--- src/rtl/sorting_pkg.sv ---
// Shared types and helpers for the packet-sorter dedup stage.
//   dedup_state_t : FSM encoding for sorting_dedup
//   calc_cwidth   : width of a counter able to hold 0..max_len
package sorting_pkg;

   typedef enum logic [1:0] {
      IDLE_S   = 2'd0,
      IN_PKT_S = 2'd1,
      FLUSH_S  = 2'd2
   } dedup_state_t;

   function automatic int calc_cwidth(input int max_len);
      return $clog2(max_len + 1);
   endfunction

endpackage

--- src/rtl/sorting_dedup.sv ---
// sorting_dedup: removes adjacent duplicate words from sorted Avalon-ST
// packets, re-frames sop/eop on the surviving words and reports a running
// per-packet count of emitted words.
// Ports:
//   clk_i, rst_n_i                     clock, async active-low reset
//   snk_data_i/_startofpacket_i/_endofpacket_i/_valid_i, snk_ready_o
//                                      input stream (sorted ascending)
//   src_data_o/_startofpacket_o/_endofpacket_o/_valid_o, src_ready_i
//                                      deduplicated output stream
//   src_uniq_cnt_o                     unique-word count incl. current beat
//   err_o                              one-cycle pulse on a framing error
module sorting_dedup
   import sorting_pkg::*;
#(
   parameter  int DWIDTH      = 8,
   parameter  int MAX_PKT_LEN = 32,
   localparam int CWIDTH      = calc_cwidth(MAX_PKT_LEN)
) (
   input  logic              clk_i,
   input  logic              rst_n_i,
   input  logic [DWIDTH-1:0] snk_data_i,
   input  logic              snk_startofpacket_i,
   input  logic              snk_endofpacket_i,
   input  logic              snk_valid_i,
   output logic              snk_ready_o,
   output logic [DWIDTH-1:0] src_data_o,
   output logic              src_startofpacket_o,
   output logic              src_endofpacket_o,
   output logic              src_valid_o,
   input  logic              src_ready_i,
   output logic [CWIDTH-1:0] src_uniq_cnt_o,
   output logic              err_o
);

   logic [1:0]        rst_sync_q;
   logic              rst_n_s;

   dedup_state_t      state_q, state_d;
   logic [DWIDTH-1:0] hold_data_q, hold_data_d;
   logic              hold_sop_q, hold_sop_d;
   logic [DWIDTH-1:0] out_data_q, out_data_d;
   logic              out_sop_q, out_sop_d;
   logic              out_eop_q, out_eop_d;
   logic              out_valid_q, out_valid_d;
   logic [CWIDTH-1:0] out_cnt_q, out_cnt_d;
   logic              err_q, err_d;

   logic              adv_s, acc_s;
   logic              emit_s, emit_sop_s, emit_eop_s;
   logic [DWIDTH-1:0] emit_data_s;

   // Reset synchronizer: assertion propagates immediately, release is aligned to clk_i.
   always_ff @(posedge clk_i or negedge rst_n_i) begin
      if (!rst_n_i) begin
         rst_sync_q <= 2'b00;
      end else begin
         rst_sync_q <= {rst_sync_q[0], 1'b1};
      end
   end

   assign rst_n_s = rst_sync_q[1];

   assign adv_s       = !out_valid_q || src_ready_i;
   assign snk_ready_o = adv_s && (state_q != FLUSH_S);
   assign acc_s       = snk_valid_i && snk_ready_o;

   // Next-state, hold register and emit decision.
   always_comb begin
      state_d     = state_q;
      hold_data_d = hold_data_q;
      hold_sop_d  = hold_sop_q;
      err_d       = 1'b0;
      emit_s      = 1'b0;
      emit_data_s = hold_data_q;
      emit_sop_s  = hold_sop_q;
      emit_eop_s  = 1'b0;
      case (state_q)
         IDLE_S: begin
            if (acc_s) begin
               if (!snk_startofpacket_i) begin
                  err_d = 1'b1;
               end else if (snk_endofpacket_i) begin
                  emit_s      = 1'b1;
                  emit_data_s = snk_data_i;
                  emit_sop_s  = 1'b1;
                  emit_eop_s  = 1'b1;
               end else begin
                  hold_data_d = snk_data_i;
                  hold_sop_d  = 1'b1;
                  state_d     = IN_PKT_S;
               end
            end else begin
               state_d = IDLE_S;
            end
         end
         IN_PKT_S: begin
            if (acc_s && snk_startofpacket_i) begin
               // Missing eop: close the open packet, then restart on this beat.
               emit_s      = 1'b1;
               emit_eop_s  = 1'b1;
               err_d       = 1'b1;
               hold_data_d = snk_data_i;
               hold_sop_d  = 1'b1;
               state_d     = snk_endofpacket_i ? FLUSH_S : IN_PKT_S;
            end else if (acc_s) begin
               if (snk_data_i == hold_data_q) begin
                  if (snk_endofpacket_i) begin
                     emit_s     = 1'b1;
                     emit_eop_s = 1'b1;
                     state_d    = IDLE_S;
                  end else begin
                     state_d = IN_PKT_S;
                  end
               end else begin
                  // A new distinct word proves the held word unique.
                  emit_s      = 1'b1;
                  hold_data_d = snk_data_i;
                  hold_sop_d  = 1'b0;
                  state_d     = snk_endofpacket_i ? FLUSH_S : IN_PKT_S;
               end
            end else begin
               state_d = IN_PKT_S;
            end
         end
         FLUSH_S: begin
            if (adv_s) begin
               emit_s     = 1'b1;
               emit_eop_s = 1'b1;
               state_d    = IDLE_S;
            end else begin
               state_d = FLUSH_S;
            end
         end
         default: begin
            state_d = IDLE_S;
         end
      endcase
   end

   // Output stage next-state: load on emit, drop valid when advancing idle, else hold.
   always_comb begin
      out_data_d  = out_data_q;
      out_sop_d   = out_sop_q;
      out_eop_d   = out_eop_q;
      out_cnt_d   = out_cnt_q;
      out_valid_d = out_valid_q;
      if (adv_s) begin
         out_valid_d = emit_s;
         if (emit_s) begin
            out_data_d = emit_data_s;
            out_sop_d  = emit_sop_s;
            out_eop_d  = emit_eop_s;
            out_cnt_d  = emit_sop_s ? CWIDTH'(1) : out_cnt_q + CWIDTH'(1);
         end else begin
            out_cnt_d = out_cnt_q;
         end
      end else begin
         out_valid_d = out_valid_q;
      end
   end

   // State, hold and output registers.
   always_ff @(posedge clk_i or negedge rst_n_s) begin
      if (!rst_n_s) begin
         state_q     <= IDLE_S;
         hold_data_q <= '0;
         hold_sop_q  <= 1'b0;
         out_data_q  <= '0;
         out_sop_q   <= 1'b0;
         out_eop_q   <= 1'b0;
         out_valid_q <= 1'b0;
         out_cnt_q   <= '0;
         err_q       <= 1'b0;
      end else begin
         state_q     <= state_d;
         hold_data_q <= hold_data_d;
         hold_sop_q  <= hold_sop_d;
         out_data_q  <= out_data_d;
         out_sop_q   <= out_sop_d;
         out_eop_q   <= out_eop_d;
         out_valid_q <= out_valid_d;
         out_cnt_q   <= out_cnt_d;
         err_q       <= err_d;
      end
   end

   assign src_data_o          = out_data_q;
   assign src_startofpacket_o = out_sop_q;
   assign src_endofpacket_o   = out_eop_q;
   assign src_valid_o         = out_valid_q;
   assign src_uniq_cnt_o      = out_cnt_q;
   assign err_o               = err_q;

endmodule
--- config.mk ---
export PLATFORM = sky130hd
export DESIGN_NAME = sorting_dedup
export DESIGN_NICKNAME = d
export VERILOG_FILES = /design/src/rtl/sorting_pkg.sv /design/src/rtl/sorting_dedup.sv
export SDC_FILE = /design/constraint.sdc
export NUM_CORES = 1
export LEC_CHECK = 0
export ABC_CLOCK_PERIOD_IN_PS = 1900
export BUFFER_PORTS_ARGS = -buffer_cell sky130_fd_sc_hd__buf_2
export CAP_MARGIN = 20
export CORE_MARGIN = 2
export CORE_UTILIZATION = 30
export CTS_CLUSTER_DIAMETER = 80
export CTS_CLUSTER_SIZE = 16
export DETAILED_ROUTE_END_ITERATION = 6
export PLACE_DENSITY = 0.56
export SYNTH_ARGS = -nofsm -noshare
export SYNTH_HDL_FRONTEND = slang
export SYNTH_SLANG_ARGS = --single-unit
--- constraint.sdc ---
create_clock -name clk_i -period 1.9 [get_ports clk_i]
set_clock_uncertainty 0.15 [all_clocks]
set_input_delay 0.285 -clock clk_i [delete_from_list [all_inputs] [get_ports clk_i]]
set_output_delay 0.285 -clock clk_i [all_outputs]
set_load 0.02 [all_outputs]
==> results of run 1 <==
through the flow:
| step | std cells | util (%) | TNS (ns) |
|---|---|---|---|
| 2_1_floorplan | 132 | - | -0.0153 |
| 3_3_place_gp | 259 | 39.9 | -1.33 |
| 3_5_place_dp | 259 | 39.9 | -2.55 |
| 4_1_cts | 272 | 44.3 | -0.123 |
| 5_1_grt | 273 | 45.7 | -0.785 |
| 6_report | 273 | 45.7 | -0.177 |
sequential cells by signal, indices dropped and copies added (netlist names), 2 cells and up:
name / flops
rst_sync_q: 2
src_data_o: 8
state_q: 2
src_uniq_cnt_o: 6
hold_data_q: 8
synthesized netlist by cell type, drive strengths merged, types with 2 or more instances:
cell	instances
a21oi	3
xor2	9
o21ai	6
nor3	3
nor4	3
buf	5
dfrtp	31
nor2	5
a21o	2
nand3	3
nand2	7
mux2	25
and3	2
nand2b	5
o31ai	2
a211o	2
nor2b	2
power by group:
| part | leakage (nW) | internal (mW) | switching, mW |
|---|---|---|---|
| clock network | 0.0524 | 0.392 | 0.248 |
| logic | 0.661 | 0.938 | 0.752 |
| registers | 0.367 | 0.939 | 0.199 |
| total | 1.08 | 2.27 | 1.20 |
worst max-delay path, stage by stage, from the launching register on:
cell      delay, ns
dfrtp_1        0.39
xor2_1         0.16
nor4_2         0.34
nand2_1        0.16
o21bai_4       0.16
buf_12         0.15
mux2_4         0.30
layer usage:
| metal | wire (microns) | track usage [%] |
|---|---|---|
| met1 | 1750 | 17.1 |
| met2 | 1730 | 21.7 |
| met3 | 135 | 3.65 |
| met4 | 48 | 5.09 |
| met5 | 0 | 0 |
area by class of cell:
| type | instances | area (sq um) |
|---|---|---|
| fillers | 490 | 2770 |
| well taps | 70 | 87.6 |
| clock buffers | 7 | 76.3 |
| clock inverters | 1 | 30.0 |
| multi-input cells | 97 | 910 |
| repair buffers | 67 | 452 |
| flip-flops and latches | 31 | 778 |
worst max path at each step:
stage / to / cells after the start / slack [ns] / startpoint
2_1_floorplan: src_uniq_cnt_o[3] / 8 / -0.008 / state_q[0]
3_5_place_dp: hold_data_q[2] / 6 / -0.19 / snk_data_i[0]
6_report: hold_data_q[1] / 6 / -0.02 / hold_data_q[0]
4_1_cts: src_uniq_cnt_o[4] / 6 / -0.05 / hold_data_q[5]
3_3_place_gp: hold_data_q[4] / 6 / -0.11 / snk_data_i[3]
5_1_grt: hold_data_q[6] / 6 / -0.08 / hold_data_q[4]
kinds of logic after synthesis:
kind of cell	after synthesis
other	1
AOI/OAI and AO/OA	22
xor gates and xnor gates	9
muxes	25
DFF	31
and+or+nand+nor	38
adders and majority gates	1
buffers and inverters	5
repair_timing:
action,CTS,global route
setup endpoints to repair,24,26
hold buffers,1,0
cloned,1,0
gates resized for setup,16,19
pin swaps,9,7
endpoints found under the hold margin,2,0
buffers inserted,3,2
==> impl_metrics.yaml, run 1 <==
min_path:
  holdCritPathClass: "flop to asynchronous set/reset pin"
synth:
  synth_area_per_cell_sq_um: 12.0
  syn_nets: 147
  synth_flop_cell: "dfrtp_1"
  synthCells: 132
  yosys.area.top_type_share_pct: 48.9
  ys_warn_count: 0
  ys_types: 38
  seq_area_frac_synth_pct: 48.9
  ys_ff_latch: 31
  synth_top_family_by_area: "multiplexers"
  yosys.area_share.adder_pct: 0.789
  synthTopCellsByArea: "dfrtp_1 (49%), mux2_2 (18%), xor2_1 (5.0%)"
  synth-compound-area-share_pct: 9.94
  synthXorXnorAreaFrac_pct: 4.97
  synth_area_sq_mm: 0.00159
  postSynth.asyncResetShare_pct: 100
  synthSimpleGateAreaFrac_pct: 14.7
  muxShareOfSynthArea_pct: 17.7
  synth_edf_count: 0
  yosys.area.top_type: "dfrtp_1"
critical_path:
  critPathLaunchType: "flop"
  cp_max_fo: 8
  crit_type: "flop to flop"
  r2r-end: "hold_data_q[1]"
  end_kind: "flop"
  crit_arrival_ns: 1.94
  rr_worst_depth: 6
  r2r-start: "hold_data_q[0]"
  r2r_slack_ns: -0.02
  crit_required_ns: 1.92
timing:
  period_minus_slack_ns: 1.92
  post-route-period-util_pct: 101
  hold_ws_ns: 0.0985
  rsz0062_at_grt: "yes"
  fmax_mhz: 520
  maxSlewViolCount: 0
  layout_setup_ws_ns: -0.0246
  hold_viol: 0
  setup_viol: 10
grt:
  antenna_found_initial: 0
  overflow: 0
  grt_pass1_vias: 1326
  grt_pass1_wl_microns: 6310
  grt_usage_pct: 13.4
  grt_max_degree: 30
place:
  dpl_cell_area_sq_mm: 0.00204
  dp_hpwl_microns: 2520
  place.gp.congestion: 0.827
  dp_slack_ns: -0.191
  io_buffers: 32
cts:
  clockBufferDepth: 2
  clockRootBuffer: "clkbuf_8"
  clkSinkCount: 31
  htreeDepth: 2
  clk-insertion-delay-late_ns: 0.28
  cts.reportedPaths.clkPinSlew_ns: 0.07
  cts_tree: "built"
  cts_inserted_buffers: 5
floorplan:
  coreArea_sq_mm: 0.00511
  placement_rows: 26
  num_io_pins: 33
  fp.dieH_microns: 76.7
  die_w_microns: 76.7
  dieArea_sq_mm: 0.00589
  initial_utilization_pct: 31.1
power:
  p_total_mw: 3.47
  power.leakage_nw: 1.08
  power_density_mw_per_mm2: 1490
  ir_worst_vdd_mv: 0.848
route:
  vias: 1275
  ant_nets: 0
  wirelength_microns: 3670
  drtPass1Iterations: 4
  drc: 0
  dr.first_iter.drc_count: 103
  viasPerCell: 4.67
  drt-wirelength-per-cell_microns: 13.4
finish:
  nNetsFinal: 217
  final_area_sq_mm: 0.00233
  num_antenna_cells: 0
  final_cell_mix: "buf_2 (31), buf_4 (31), dfrtp_1 (29)"
  drive_above_1_share_pct: 57.1
  syn_to_final_growth_pct: 47.1
outcome:
  outcome: "finished with violations"
  violations: "setup timing"
job:
  max_cap_violations: 0
Power figures use the tool's default switching activity.
==> run 2, diff against run 1 <==
--- a/config.mk
+++ b/config.mk
@@ -8,6 +8,7 @@
 export ABC_CLOCK_PERIOD_IN_PS = 1900
 export BUFFER_PORTS_ARGS = -buffer_cell sky130_fd_sc_hd__buf_2
 export CAP_MARGIN = 20
+export CORE_ASPECT_RATIO = 2
 export CORE_MARGIN = 2
 export CORE_UTILIZATION = 30
 export CTS_CLUSTER_DIAMETER = 80
==> run 2 against run 1 <==
Compared with the run above: the flow still finishes with violations (setup timing); cell area down 5.7%; sequential power about the same; clock-buffer cell count down 2; utilization down 2.9 points; register-to-register slack worse by 0.09 ns; non-clock buffer count down 4; combinational power down 12%; power down 8.6%; setup slack worse by 0.087 ns; global-route usage up 0.59 points; flip-flop and latch count unchanged; critical endpoint is now hold_data_q[3].
==> impl_metrics.yaml, run 2 (synthesis gave the netlist of run 1 again) <==
job:
  max_cap_violations: 0
cts:
  cts_tree: "built"
  cts_inserted_buffers: 5
  clockBufferDepth: 2
  cts.reportedPaths.clkPinSlew_ns: 0.07
  clk-insertion-delay-late_ns: 0.29
  clkSinkCount: 31
  clockRootBuffer: "clkbuf_8"
  htreeDepth: 2
critical_path:
  crit_type: "flop to flop"
  critPathLaunchType: "flop"
  r2r-start: "hold_data_q[3]"
  crit_arrival_ns: 2.04
  crit_required_ns: 1.93
  end_kind: "flop"
  crit_start: "hold_data_q[3]"
  cp_max_fo: 8
timing:
  period_minus_slack_ns: 2.01
  rsz0062_at_grt: "yes"
  worstMarginPinSlew_ns: 0.566
  maxSlewViolCount: 0
  post-route-period-util_pct: 106
  layout_setup_ws_ns: -0.111
  slew_headroom_pct: 62.3
  hold_viol: 0
  setup_viol: 24
  fmax_mhz: 497
power:
  power.leakage_nw: 1.00
  power_density_mw_per_mm2: 1440
  p_total_mw: 3.17
  ir_worst_vdd_mv: 0.739
place:
  dp_cells: 241
  io_buffers: 32
  dp_hpwl_microns: 2900
  place.gp.congestion: 0.885
  dpl_cell_area_sq_mm: 0.00199
finish:
  drive_above_1_share_pct: 55.3
  layoutNonFillerInstCount: 257
  final_cell_mix: "buf_2 (32), dfrtp_1 (29), buf_4 (27)"
  nNetsFinal: 213
  regArea_sq_um: 778
  num_antenna_cells: 0
  mostFrequentLayoutCell: "buf_2"
  final_area_sq_mm: 0.00220
  multiInputGateArea_sq_um: 837
  fill_cells: 504
  syn_to_final_growth_pct: 38.7
floorplan:
  dieArea_sq_mm: 0.00592
  die_w_microns: 55.4
  num_io_pins: 33
  placement_rows: 37
  initial_utilization_pct: 30.9
  fp.dieH_microns: 107
  coreArea_sq_mm: 0.00514
grt:
  overflow: 0
  grt_pass1_vias: 1375
  antenna_found_initial: 0
  grt_pass1_wl_microns: 6380
  grt_usage_pct: 14.0
  grt_max_degree: 17
route:
  wirelength_microns: 3990
  ant_nets: 0
  drc: 0
  drt-wirelength-per-cell_microns: 15.5
  vias: 1277
  dr.first_iter.drc_count: 17
  viasPerCell: 4.97
  drtPass1Iterations: 4
outcome:
  violations: "setup timing"
  outcome: "finished with violations"
min_path:
  holdCritPathClass: "flop to asynchronous set/reset pin"
[run 2: area by class of cell]
| type | count | area share (%) |
|---|---|---|
| multi-input combinational | 97 | 38.0 |
| sequential | 31 | 35.4 |
| timing repair buffer | 63 | 19.3 |
| tap | 58 | 3.30 |
| clock buffer | 5 | 3.13 |
| clock inverter | 3 | 0.910 |
[run 2: repair_timing]
action                                  in CTS  in global routing
cloned                                       0                  1
buffers inserted                             4                  2
hold buffers                                 1                  0
hold endpoints to repair                     2                  0
gates resized for setup                     11                  7
endpoints found under the setup margin      25                 26
pin swaps                                    3                  5
[run 2: worst max-delay path, cell delays in order, from the launching register on]
cell      delay, ns
dfrtp_1        0.41
xor2_1         0.16
nor4_1         0.30
buf_4          0.17
nand2_1        0.09
o21bai_4       0.16
buf_12         0.14
mux2_2         0.33
[run 2: path summary, 6_finish.rpt]
check	end	slack (ns)	depth (start not counted)
max	hold_data_q[3]	-0.11	7
min	src_uniq_cnt_o[3]	0.08	0
max reg2reg	hold_data_q[3]	-0.11	7
min reg2reg	src_uniq_cnt_o[3]	0.08	0
max in group asynchronous	state_q[0]	0.87	1
min in group clk_i	hold_data_q[5]	0.12	2
[run 2: layer usage]
layer | up-vias | routed length, microns | global-route usage (%) | part of all wire [%]
met5 | - | 0 | 0 | 0
met4 | 0 | 74 | 6.79 | 1.9
met3 | 5 | 117 | 3.02 | 2.9
met1 | 638 | 1420 | 13.3 | 36
met2 | 21 | 2380 | 27.3 | 60
li1 | 613 | - | - | -
[run 2: through the flow]
step                utilization (%)  setup TNS, ns  setup slack (ns)  hold WS (ns)
floorplan                         -        -0.0153          -0.00765        -0.161
global placement               38.8          -2.87            -0.149       -0.0777
CTS                            42.1          -2.22            -0.125         0.111
detailed placement             38.8          -3.46            -0.193       -0.0765
finish                         42.8          -1.63            -0.111        0.0828
global route                   42.8          -3.41            -0.184         0.121
[run 2: where the power goes]
group / switching (mW) / total [mW] / internal (mW)
clock network: 0.270 / 0.525 / 0.255
logic: 0.709 / 1.49 / 0.782
registers: 0.216 / 1.16 / 0.939
==> run 3, diff against run 2 <==
--- a/config.mk
+++ b/config.mk
@@ -15,6 +15,7 @@
 export CTS_CLUSTER_SIZE = 16
 export DETAILED_ROUTE_END_ITERATION = 6
 export PLACE_DENSITY = 0.56
+export REMOVE_ABC_BUFFERS = 1
 export SYNTH_ARGS = -nofsm -noshare
 export SYNTH_HDL_FRONTEND = slang
 export SYNTH_SLANG_ARGS = --single-unit
==> run 3 against run 2 <==
Compared with the run above: the run still ends with setup timing left; cell area increased by 1.2%; power is 5.4% higher; via count increased by 1.8%; non-clock buffer count increased by 4; first-iteration DRC count fell by 12%; sequential power is essentially flat; sequential share of layout area is 0.47 points lower; register-to-register slack improved by 0.03 ns; setup slack improved by 0.031 ns; combinational power increased by 5%; clock power increased by 19%; highest routed layer unchanged.
==> impl_metrics.yaml, run 3 (synthesis gave the netlist of run 1 again) <==
outcome:
  outcome: "finished with violations"
  violations: "setup timing"
critical_path:
  rr_worst_depth: 6
  r2r_slack_ns: -0.08
  crit_arrival_ns: 1.99
  critPathLaunchType: "flop"
  r2r-end: "hold_data_q[2]"
  crit_required_ns: 1.91
  r2r-start: "hold_data_q[4]"
  crit_type: "flop to flop"
  cp_max_fo: 4
  end_kind: "flop"
  crit_start: "hold_data_q[4]"
  crit_end: "hold_data_q[2]"
timing:
  post-route-period-util_pct: 104
  fmax_mhz: 505
  setup_viol: 20
  period_minus_slack_ns: 1.98
  rsz0062_at_grt: "yes"
  layout_setup_ws_ns: -0.0807
  hold_viol: 0
  maxSlewViolCount: 0
  hold_ws_ns: 0.0950
grt:
  grt_usage_pct: 14.3
  grt_pass1_wl_microns: 6720
  grt_max_degree: 30
  overflow: 0
  antenna_found_initial: 0
  grt_pass1_vias: 1501
power:
  power_density_mw_per_mm2: 1500
  switching_share_pct: 35.4
  p_total_mw: 3.34
  p_clk_share_pct: 18.7
  p_int_mw: 2.16
  combPwrFrac_pct: 46.7
  ir_worst_vdd_mv: 0.773
  power.leakage_nw: 1.04
  pwr-share-seq_pct: 34.6
  p_sw_mw: 1.18
floorplan:
  num_io_pins: 33
  coreArea_sq_mm: 0.00514
  fp.dieH_microns: 107
  die_w_microns: 55.4
  initial_utilization_pct: 30.9
  placement_rows: 37
  dieArea_sq_mm: 0.00592
cts:
  clockRootBuffer: "clkbuf_8"
  htreeDepth: 2
  clk-insertion-delay-late_ns: 0.28
  cts.reportedPaths.clkPinSlew_ns: 0.07
  clkSinkCount: 31
  cts_tree: "built"
  cts_inserted_buffers: 5
  clockBufferDepth: 2
finish:
  layoutNonFillerInstCount: 259
  nNetsFinal: 216
  final_area_sq_mm: 0.00223
  final_cell_mix: "buf_2 (32), buf_4 (31), dfrtp_1 (30)"
  num_antenna_cells: 0
  syn_to_final_growth_pct: 40.4
  mostFrequentLayoutCell: "buf_2"
  finalCoreUtilization_pct: 43.3
  drive_above_1_share_pct: 54.7
  fill_cells: 483
place:
  dp_hpwl_microns: 2860
  dp_cells: 249
  dpl_cell_area_sq_mm: 0.00202
  place.gp.congestion: 0.874
  io_buffers: 32
route:
  drc: 0
  ant_nets: 0
  wirelength_microns: 3830
  drtPass1Iterations: 4
  dr.first_iter.drc_count: 15
  drt-wirelength-per-cell_microns: 14.8
  viasPerCell: 5.02
  vias: 1300
job:
  max_cap_violations: 0
min_path:
  holdCritPathClass: "flop to asynchronous set/reset pin"
==> run 3: cell count changes in the layout (fill, tap and decap cells not counted), sizes merged <==
cell,delta
clkinv,-1
bufinv,+1
buf,+4
nor2,-1
clkinvlp,-2
clkbuf,+1
==> run 3: worst max-delay path, stage by stage (launching register included) <==
cell      delay (ns)
dfrtp_1         0.41
xor2_1          0.17
nor4_2          0.35
nand2_1         0.13
o21bai_2        0.19
buf_6           0.15
mux2_4          0.30
==> run 3: repair_timing <==
item | 4_1_cts | 5_1_grt
setup endpoints to repair | 26 | 25
hold buffers | 1 | 0
setup buffers | 0 | 2
endpoints found under the hold margin | 2 | 0
cloned | 0 | 0
pin swaps | 5 | 0
gates resized for setup | 14 | 6
==> run 3: cell type report <==
| type | count | area, sq um | area share (%) |
|---|---|---|---|
| repair buffers | 67 | 437 | 19.6 |
| clock inverters | 1 | 30.0 | 1.35 |
| clock buffers | 6 | 72.6 | 3.26 |
| flip-flops and latches | 31 | 777 | 34.9 |
| well taps | 58 | 72.6 | 3.26 |
| multi-input cells | 96 | 838 | 37.6 |
==> run 3: worst min-delay path by stage <==
stage | startpoint | to | slack, ns | cells past startpoint
floorplan | rst_n_i | rst_sync_q[0] | -0.16 | 0
global placement | rst_n_i | rst_sync_q[0] | -0.08 | 1
detailed placement | rst_n_i | rst_sync_q[1] | -0.08 | 1
CTS | snk_endofpacket_i | state_q[0] | 0.11 | 2
global route | snk_endofpacket_i | state_q[0] | 0.12 | 2
finish | rst_sync_q[1] | src_uniq_cnt_o[0] | 0.1 | 1
==> run 3: per-layer routing <==
layer	GRT usage [%]	share of wire [%]
met4	8.36	3.0
met5	0	0
met1	12.5	33
met2	28.1	59
met3	3.50	4.2
==> run 3: stage by stage <==
step | TNS, ns | setup slack [ns]
2_1_floorplan | -12.30 | -0.969
3_3_place_gp | -2.33 | -0.139
3_5_place_dp | -3.54 | -0.202
4_1_cts | -1.13 | -0.0731
5_1_grt | -2.37 | -0.141
6_report | -1.06 | -0.0807
==> run 3: power groups by stage <==
| stage | sequential, mW | combinational (mW) | clock [mW] |
|---|---|---|---|
| 2_1_floorplan | 1.35 | 0.641 | 0 |
| 3_3_place_gp | 1.14 | 1.41 | 0 |
| 3_5_place_dp | 1.16 | 1.44 | 0 |
| 4_1_cts | 1.16 | 1.53 | 0.643 |
| 5_1_grt | 1.21 | 1.69 | 0.663 |
| 6_report | 1.16 | 1.56 | 0.624 |
